==> src/rtl/bcd_pkg.sv <==
// ============================================================================
// Module  : bcd_pkg
// Brief   : Shared types and constants for the digit-serial BCD add/sub.
// Revision: 1.0
// ============================================================================
`default_nettype none

package bcd_pkg;

  typedef enum logic [1:0] {
    IDLE = 2'd0,
    CALC = 2'd1,
    DONE = 2'd2
  } state_e;

  localparam logic OP_ADD = 1'b0;
  localparam logic OP_SUB = 1'b1;

  localparam logic [3:0] BCD_MAX   = 4'd9;
  localparam logic [3:0] BCD_ADJ   = 4'd6;
  localparam logic [3:0] BCD_RADIX = 4'd10;

endpackage

`default_nettype wire

==> src/rtl/bcd_digit_addsub.sv <==
// ============================================================================
// Module  : bcd_digit_addsub
// Brief   : Combinational single BCD digit adder/subtractor with carry/borrow.
// Revision: 1.0
// ============================================================================
`default_nettype none

module bcd_digit_addsub
  import bcd_pkg::*;
(
  input  logic [3:0] x,
  input  logic [3:0] y,
  input  logic       op,
  input  logic       cin,
  output logic [3:0] digit,
  output logic       cout,
  output logic       invalid
);

  logic [4:0] w_sum;
  logic [5:0] w_diff;

  assign w_sum   = {1'b0, x} + {1'b0, y} + {4'd0, cin};
  assign w_diff  = {2'b00, x} - {2'b00, y} - {5'd0, cin};
  assign invalid = (x > BCD_MAX) || (y > BCD_MAX);

  // Both corrections only need the low nibble: +6 and +10 wrap modulo 16.
  always_comb begin
    digit = 4'd0;
    cout  = 1'b0;
    if (op == OP_ADD) begin
      if (w_sum > {1'b0, BCD_MAX}) begin
        digit = w_sum[3:0] + BCD_ADJ;
        cout  = 1'b1;
      end else begin
        digit = w_sum[3:0];
      end
    end else begin
      if (w_diff[5]) begin
        digit = w_diff[3:0] + BCD_RADIX;
        cout  = 1'b1;
      end else begin
        digit = w_diff[3:0];
      end
    end
  end

endmodule

`default_nettype wire

==> src/rtl/bcd_serial_addsub.sv <==
// ============================================================================
// Module  : bcd_serial_addsub
// Brief   : Digit-serial BCD adder/subtractor, LSD first, valid/ready I/O.
// Revision: 1.0
// ============================================================================
`default_nettype none

module bcd_serial_addsub
  import bcd_pkg::*;
#(
  parameter int DIGITS = 4,
  parameter bit SAT_EN = 1'b1
) (
  input  logic                clk,
  input  logic                rst_n,
  input  logic                in_valid,
  output logic                in_ready,
  input  logic [4*DIGITS-1:0] in_x,
  input  logic [4*DIGITS-1:0] in_y,
  input  logic                in_op,
  output logic                out_valid,
  input  logic                out_ready,
  output logic [4*DIGITS-1:0] out_sum,
  output logic                out_ovf,
  output logic                out_neg,
  output logic                out_err
);

  localparam int W     = 4 * DIGITS;
  localparam int IDX_W = (DIGITS > 2) ? $clog2(DIGITS) : 1;
  localparam logic [IDX_W-1:0] LAST_IDX = IDX_W'(DIGITS - 1);

  state_e           r_state;
  logic [IDX_W-1:0] r_idx;
  logic [W-1:0]     r_x;
  logic [W-1:0]     r_y;
  logic             r_op;
  logic             r_cy;
  logic             r_err;
  logic [W-1:0]     r_res;
  logic [W-1:0]     r_sum;
  logic             r_ovf;
  logic             r_neg;
  logic             r_err_o;

  logic [3:0]       w_digit;
  logic             w_cout;
  logic             w_invalid;
  logic [W-1:0]     w_res;
  logic             w_err;
  logic [W-1:0]     w_fin_sum;
  logic             w_fin_ovf;
  logic             w_fin_neg;

  bcd_digit_addsub u_digit (
    .x       (r_x[3:0]),
    .y       (r_y[3:0]),
    .op      (r_op),
    .cin     (r_cy),
    .digit   (w_digit),
    .cout    (w_cout),
    .invalid (w_invalid)
  );

  // Result digits enter at the top so digit 0 lands in [3:0] after DIGITS shifts.
  assign w_res = {w_digit, r_res[W-1:4]};
  assign w_err = r_err | w_invalid;

  always_comb begin
    w_fin_sum = w_res;
    w_fin_ovf = 1'b0;
    w_fin_neg = 1'b0;
    if (w_err) begin
      w_fin_sum = '0;
    end else if (r_op == OP_ADD && w_cout) begin
      w_fin_ovf = 1'b1;
      if (SAT_EN) w_fin_sum = {DIGITS{BCD_MAX}};
    end else if (r_op == OP_SUB && w_cout) begin
      w_fin_neg = 1'b1;
      if (SAT_EN) w_fin_sum = '0;
    end
  end

  always_ff @(posedge clk or negedge rst_n) begin
    if (!rst_n) begin
      r_state <= IDLE;
      r_idx   <= '0;
      r_x     <= '0;
      r_y     <= '0;
      r_op    <= OP_ADD;
      r_cy    <= 1'b0;
      r_err   <= 1'b0;
      r_res   <= '0;
      r_sum   <= '0;
      r_ovf   <= 1'b0;
      r_neg   <= 1'b0;
      r_err_o <= 1'b0;
    end else begin
      case (r_state)
        IDLE: begin
          if (in_valid) begin
            r_x     <= in_x;
            r_y     <= in_y;
            r_op    <= in_op;
            r_cy    <= 1'b0;
            r_err   <= 1'b0;
            r_idx   <= '0;
            r_state <= CALC;
          end
        end
        CALC: begin
          r_x   <= {4'd0, r_x[W-1:4]};
          r_y   <= {4'd0, r_y[W-1:4]};
          r_res <= w_res;
          r_cy  <= w_cout;
          r_err <= w_err;
          if (r_idx == LAST_IDX) begin
            r_sum   <= w_fin_sum;
            r_ovf   <= w_fin_ovf;
            r_neg   <= w_fin_neg;
            r_err_o <= w_err;
            r_state <= DONE;
          end else begin
            r_idx <= r_idx + 1'b1;
          end
        end
        DONE: begin
          if (out_ready) r_state <= IDLE;
        end
        default: r_state <= IDLE;
      endcase
    end
  end

  assign in_ready  = (r_state == IDLE);
  assign out_valid = (r_state == DONE);
  assign out_sum   = r_sum;
  assign out_ovf   = r_ovf;
  assign out_neg   = r_neg;
  assign out_err   = r_err_o;

endmodule

`default_nettype wire

==> config.mk <==
export PLATFORM = sky130hd
export DESIGN_NAME = bcd_serial_addsub
export DESIGN_NICKNAME = d
export VERILOG_FILES = /design/src/rtl/bcd_pkg.sv /design/src/rtl/bcd_digit_addsub.sv /design/src/rtl/bcd_serial_addsub.sv
export SDC_FILE = /design/constraint.sdc
export NUM_CORES = 1
export LEC_CHECK = 0
export ABC_AREA = 1
export BUFFER_PORTS_ARGS = -buffer_cell sky130_fd_sc_hd__clkbuf_2
export CAP_MARGIN = 20
export CORE_MARGIN = 4
export CORE_UTILIZATION = 45
export CTS_CLUSTER_SIZE = 10
export DETAILED_ROUTE_END_ITERATION = 8
export MAX_ROUTING_LAYER = met4
export PLACE_DENSITY_LB_ADDON = 0.3
export RECOVER_POWER = 25
export SYNTH_ARGS = -nofsm -noshare
export SYNTH_HDL_FRONTEND = slang
export SYNTH_SLANG_ARGS = --single-unit
==> constraint.sdc <==
create_clock -name clk -period 2.96 [get_ports clk]
set_input_delay 0 -clock clk [delete_from_list [all_inputs] [get_ports clk]]
set_output_delay 0 -clock clk [all_outputs]
set_load 0.02 [all_outputs]
Word level (Yosys, flattened, before mapping):

Index checks and enable logic that the tools add are counted.

* $add $sub $neg: 7
* magnitude comparators: 3
* equality and inequality tests: 7
* mux-type cells: 28
* bitwise logic cells: 2
* reduce and logical (&&, ||, !) cells: 10

Operators with widths (count)
* $mux 16: 5
* $pmux 16 s2: 2
* $mux 4: 3
* $mux 2: 5
* $mux 1: 9
* $gt 4x4->1 const B: 2
* $ne 2x2->1 const B: 3
* $pmux 2 s3: 1
* $reduce_and 2->1: 3
* $reduce_and 3->1: 2
* $sub 6x1->6: 1
* $add 4x4->5: 1
* $add 5x1->5: 1
* $gt 5x4->1 const B: 1
* $sub 4x4->5: 1
* $add 4x3->4 const B: 1
* $add 4x4->4 const B: 1
* $eq 2x2->1 const B: 2
* $pmux 1 s2: 2
* $pmux 2 s2: 1
* $add 2x1->2 const B: 1
* $eq 2x1->1 const B: 1
* $logic_and 1x1->1: 2
* $logic_not 2->1: 1
* other kinds (5): 5

* flip-flop bits (word level): 74
* bits of input ports: 37
* output and inout bits: 21
* word-level logic and storage cells: 69

Logic depth before layout (Yosys ltp):

* depth in word-level cells: 9
* depth in mapped cells: 18
* mapped depth without buffers: 18

Cells and area by module:

From an unflattened synthesis, not the netlist that was laid out.

* cells, all modules: 495
* area, all modules: 3729.8 sq um

Modules (own cells, without submodules)
* bcd_serial_addsub: instances 1, cells an instance 394, area each 3091.7 sq um, sequential area each 1751.7 sq um
* bcd_digit_addsub: instances 1, cells an instance 101, area each 638.1 sq um, sequential area each 0.0 sq um

Worst setup path before layout:

Ideal clock, no wire load.

* path kind: flip-flop to flip-flop
* start: register r_x[0]
* end: register r_sum[0], in the netlist out_sum[0]
* library setup time: 0.123 ns
* arrival time: 2.205 ns
* data required time: 2.837 ns
* path slack: 0.632 ns
* stages on the path, launching flop included: 15
* buffers on the path: 0
* period minus slack after synthesis: 2.328 ns
* path through: dfrtp_1 -> inv_1 -> fa_1 -> inv_1 -> fa_1 -> inv_1 -> ha_1 -> nand2_1 -> a21boi_2 -> nand2_2 -> nand2_4 -> nand2_4 -> inv_6 -> o21ai_0 -> nand2_1

* cells in the longest elaborated chain, start to end: 9
* elaborated cells on any way between the ends: 16
* classes of those cells: 4 x add/sub; 2 x order compare; 6 x mux; 1 x bitwise; 3 x reduce/logical

RTL lines
* start: declaration: line bcd_serial_addsub.sv:35 `logic [W-1:0] r_x;`
* start signal: assignment: line bcd_serial_addsub.sv:102 `r_x <= in_x;`
* start signal: assignment: line bcd_serial_addsub.sv:112 `r_x <= {4'd0, r_x[W-1:4]};`
* $add 4x4->5: line bcd_digit_addsub.sv:23 `assign w_sum = {1'b0, x} + {1'b0, y} + {4'd0, cin};`
* $add 5x1->5: line bcd_digit_addsub.sv:23
* $gt 5x4->1: line bcd_digit_addsub.sv:32 `if (w_sum > {1'b0, BCD_MAX}) begin`
* $mux 1: line bcd_digit_addsub.sv:32
* $mux 1: line bcd_digit_addsub.sv:31 `if (op == OP_ADD) begin`
* $logic_and 1x1->1: line bcd_serial_addsub.sv:78 `end else if (r_op == OP_SUB && w_cout) begin`
* $mux 16: line bcd_serial_addsub.sv:78
* $mux 16: line bcd_serial_addsub.sv:75 `end else if (r_op == OP_ADD && w_cout) begin`
* $mux 16 *: line bcd_serial_addsub.sv:73 `if (w_err) begin`
* end signal: assignment: line bcd_serial_addsub.sv:118 `r_sum <= w_fin_sum;`
* end: declaration: line bcd_serial_addsub.sv:41 `logic [W-1:0] r_sum;`

Mark *: on every way between the ends. The rest lies on a longest branch, timed or not.
A chain may end at the register's enable or synchronous reset.

Worst setup path in the final report:

* start: register r_cy
* end: register r_sum[8], in the netlist out_sum[8]

* cells in the longest elaborated chain, start to end: 8
* elaborated cells on any way between the ends: 11
* classes of those cells: 2 x add/sub; 1 x order compare; 6 x mux; 2 x reduce/logical

RTL lines
* start: declaration: line bcd_serial_addsub.sv:38 `logic r_cy;`
* start signal: assignment: line bcd_serial_addsub.sv:115 `r_cy <= w_cout;`
* $add 5x1->5: line bcd_digit_addsub.sv:23
* $gt 5x4->1: line bcd_digit_addsub.sv:32
* $mux 1: line bcd_digit_addsub.sv:32
* $mux 1 *: line bcd_digit_addsub.sv:31
* $logic_and 1x1->1: line bcd_serial_addsub.sv:78
* $mux 16: line bcd_serial_addsub.sv:78
* $mux 16 *: line bcd_serial_addsub.sv:75
* $mux 16 *: line bcd_serial_addsub.sv:73

Marked as above.

==> impl_metrics.env <==
export IMPL_status="finished, violations left"
export IMPL_violations="max-capacitance violations, max-slew violations"
export IMPL_cts_clk_slew_worst_paths_ns=0.08
export IMPL_vias=3052
export IMPL_syn_to_final_growth_pct=26.27
export IMPL_ant_nets=0
export IMPL_antenna_found_initial=0
export IMPL_post_cts_buffers=0
export IMPL_clockBufferDepth=2
export IMPL_final_layout_size_suffix_gt1_frac=0.1744
export IMPL_hold_violations=0
export IMPL_h_tree_depth=3
export IMPL_synth_edf_count=0
export IMPL_cpPeakStageDelay_ns=0.44
export IMPL_viasPerCell=4.939
export IMPL_core_rowCount=32
export IMPL_final_core_util=0.5845
export IMPL_netlist_top_cells_count="nand2_1, dfrtp_1, inv_1, o21ai_0, nand3_1"
export IMPL_slowest_stage="fa_1"
export IMPL_power_density_mw_per_mm2=1317
export IMPL_syn_avg_cell_area_um2=8.497
export IMPL_cp_arrival_ns=2.79
export IMPL_synth_ff_type="dfrtp_1"
export IMPL_layout_nets=563
export IMPL_critPathKind="reg -> reg"
export IMPL_numCtsBuffers=9
export IMPL_finalWirelength_um=8040
export IMPL_synth_top_area_frac=0.4897
export IMPL_synth_cells=421
export IMPL_die_w_um=97.16
export IMPL_portBuffers=57
export IMPL_synth_area_leaders="dfrtp_1, nand2_1, o21ai_0"
export IMPL_ios=58
export IMPL_slew_viol_final=33
export IMPL_gp_congestion=0.9213
export IMPL_wire_per_inst_um=13.01
export IMPL_start_util=0.4629
export IMPL_rsz0062_at_grt="no"
export IMPL_critPathCaptureType="flip-flop"
export IMPL_dr_pass1_iters=5
export IMPL_grt_pass1_vias=3020
export IMPL_grt_overflow=0
export IMPL_grt_max_degree=59
export IMPL_core_mm2=0.007727
export IMPL_drc=0
export IMPL_cts_sinks=70
export IMPL_cts_root_buf="clkbuf_8"
export IMPL_finalCritPeriodShare=0.8646
export IMPL_tritoncts="yes"
export IMPL_dieArea_mm2=0.009440
export IMPL_grt_pass1_wl_um=14000
export IMPL_worstMarginPinSlew_ns=1.688
export IMPL_tns_ns=0
export IMPL_p_leak_nw=2.335
export IMPL_fin_skew_ns=0.009845
export IMPL_ys_ff_latch=70
export IMPL_setup_viol=0
export IMPL_critPathMaxFanout=7
export IMPL_synth_most_common_cell="nand2_1"
export IMPL_synth_area_leader_cell="dfrtp_1"
export IMPL_required_ns=3.20
export IMPL_yosysUniqueCellTypes=32
export IMPL_yosys_warnings=0
export IMPL_synth_area_mm2=0.003577
export IMPL_dp_hpwl_um=5293
export IMPL_async_flop_share=1.000
export IMPL_irDropWorstVdd_mv=0.5713
export IMPL_num_fill_cells=683
export IMPL_fmax_ghz=0.3908
export IMPL_ys_seq_area_frac=0.4897
export IMPL_cts_repair_resized=0
export IMPL_max_slew_margin_rel=-0.1254
export IMPL_n_antenna_cell=0
export IMPL_syn_nets=473
export IMPL_cp_common_cell="inv_1"
export IMPL_gr_usage_all_layers=0.1835
export IMPL_critical_path_buf_inv_count=4
export IMPL_crit_chain="inv_1, fa_1, inv_1, fa_1, inv_1, ha_1, nand2_1, a21boi_2, nand2_2, nand2_4, nand2_4, inv_6, o21ai_0, nand2_1"
export IMPL_crit_family="adder cells"
export IMPL_drt_initial_drc_count=110
export IMPL_clock_latency_ns=0.35
export IMPL_die_h_um=97.16
export IMPL_crit_path_start_kind="flip-flop"
export IMPL_maxCapViolCount=1
export IMPL_min_period_ns=2.559
export IMPL_min_path_type="in -> reg"
export IMPL_finalPower_mw=5.949
-- path summary, 6_finish.rpt --
check | startpoint | cells past startpoint | end | slack (ns)
worst min-delay path | in_valid | 3 | r_y[12] | 0.04
worst min register to register | r_res[5] | 2 | out_sum[1] | 0.48
max in group asynchronous | rst_n | 3 | r_res[13] | 1.01
worst max register to register | r_cy | 14 | out_sum[8] | 0.40
min in group asynchronous | rst_n | 2 | out_sum[4] | 0.64
worst max-delay path | r_cy | 14 | out_sum[8] | 0.40
-- worst reg2reg max path, cell delays in order, from the launching register on --
cell and delay [ns]:
dfrtp_1 0.39, inv_1 0.09, fa_1 0.38, inv_1 0.08
fa_1 0.44, inv_1 0.10, ha_1 0.19, nand2_1 0.05
a21boi_2 0.16, nand2_2 0.11, nand2_4 0.07, nand2_4 0.09
inv_6 0.06, o21ai_0 0.16, nand2_1 0.06
-- per-stage QoR --
| step | cell area [um^2] | setup slack, ns | hold slack [ns] | std cells |
|---|---|---|---|---|
| floorplan | 3577 | 0.6318 | -0.2956 | 421 |
| global placement | 3928 | 0.5140 | 0.08360 | 567 |
| detailed placement | 3928 | 0.4256 | 0.09262 | 567 |
| CTS | 4529 | 0.4055 | 0.02523 | 618 |
| global route | 4517 | 0.2266 | 0.06422 | 618 |
| finish | 4517 | 0.4008 | 0.04225 | 618 |
-- layer usage --
layer,part of all wire,routed length (um),track usage,up-vias
met5,0,0,-,-
met4,0.016,128,0.06695,0
met3,0.038,302,0.03230,15
met2,0.47,3813,0.2887,68
met1,0.47,3795,0.2395,1429
li1,-,-,-,1540
-- report_power, final --
part	leakage [nW]	switching [mW]	internal, mW
sequential	0.889	0.237	1.40
clock	0.126	0.404	0.573
combinational	1.32	2.18	1.15
total	2.34	2.83	3.12
-- cell usage in the layout, fill, tap and decap left out, types with 5 or more instances in the layout --
cell type      Yosys  layout
a21oi_1            5       5
clkbuf_1          10      10
clkbuf_2           1      47
clkbuf_8           0       9
dfrtp_1           70      70
dlygate4sd3_1      0      35
ha_1              12      12
inv_1             55      55
inv_2              5       5
nand2_1          116     116
nand2_2            8       8
nand3_1           30      30
nor2_1             6       6
o211ai_1          27      27
o21ai_0           50      50
-- cell families (layout without fill, tap and decap cells) --
group / count (synthesis) / in the layout / synth area share
AND/OR/NAND/NOR: 169 / 169 / 0.2116
AO/OA/AOI/OAI: 88 / 88 / 0.1473
buffers and inverters: 78 / 173 / 0.09024
flip-flops: 70 / 70 / 0.4897
adder cells (fa/ha/maj): 15 / 15 / 0.05876
XOR/XNOR: 1 / 1 / 0.002449
-- registers in the layout (all words and copies together) (netlist names) --
name	cells
out_err	1
out_neg	1
out_ovf	1
out_sum	16
r_cy	1
r_err	1
r_idx	2
r_op	1
r_res	12
r_state	2
r_x	16
r_y	16
-- area by class of cell --
type,instances,area (um^2),area share
flip-flops and latches,70,1752,0.3878
clock inverters,7,127.6,0.02825
inverters,62,237.7,0.05263
multi-input cells,273,1503,0.3327
clock buffers,9,123.9,0.02742
repair buffers,95,645.6,0.1429
well taps,102,127.6,0.02825
-- timing repair --
action	CTS	global route
endpoints found under the setup margin	0	0
hold buffers	35	0
hold endpoints to repair	65	0
(Power assumes the default switching activity.)
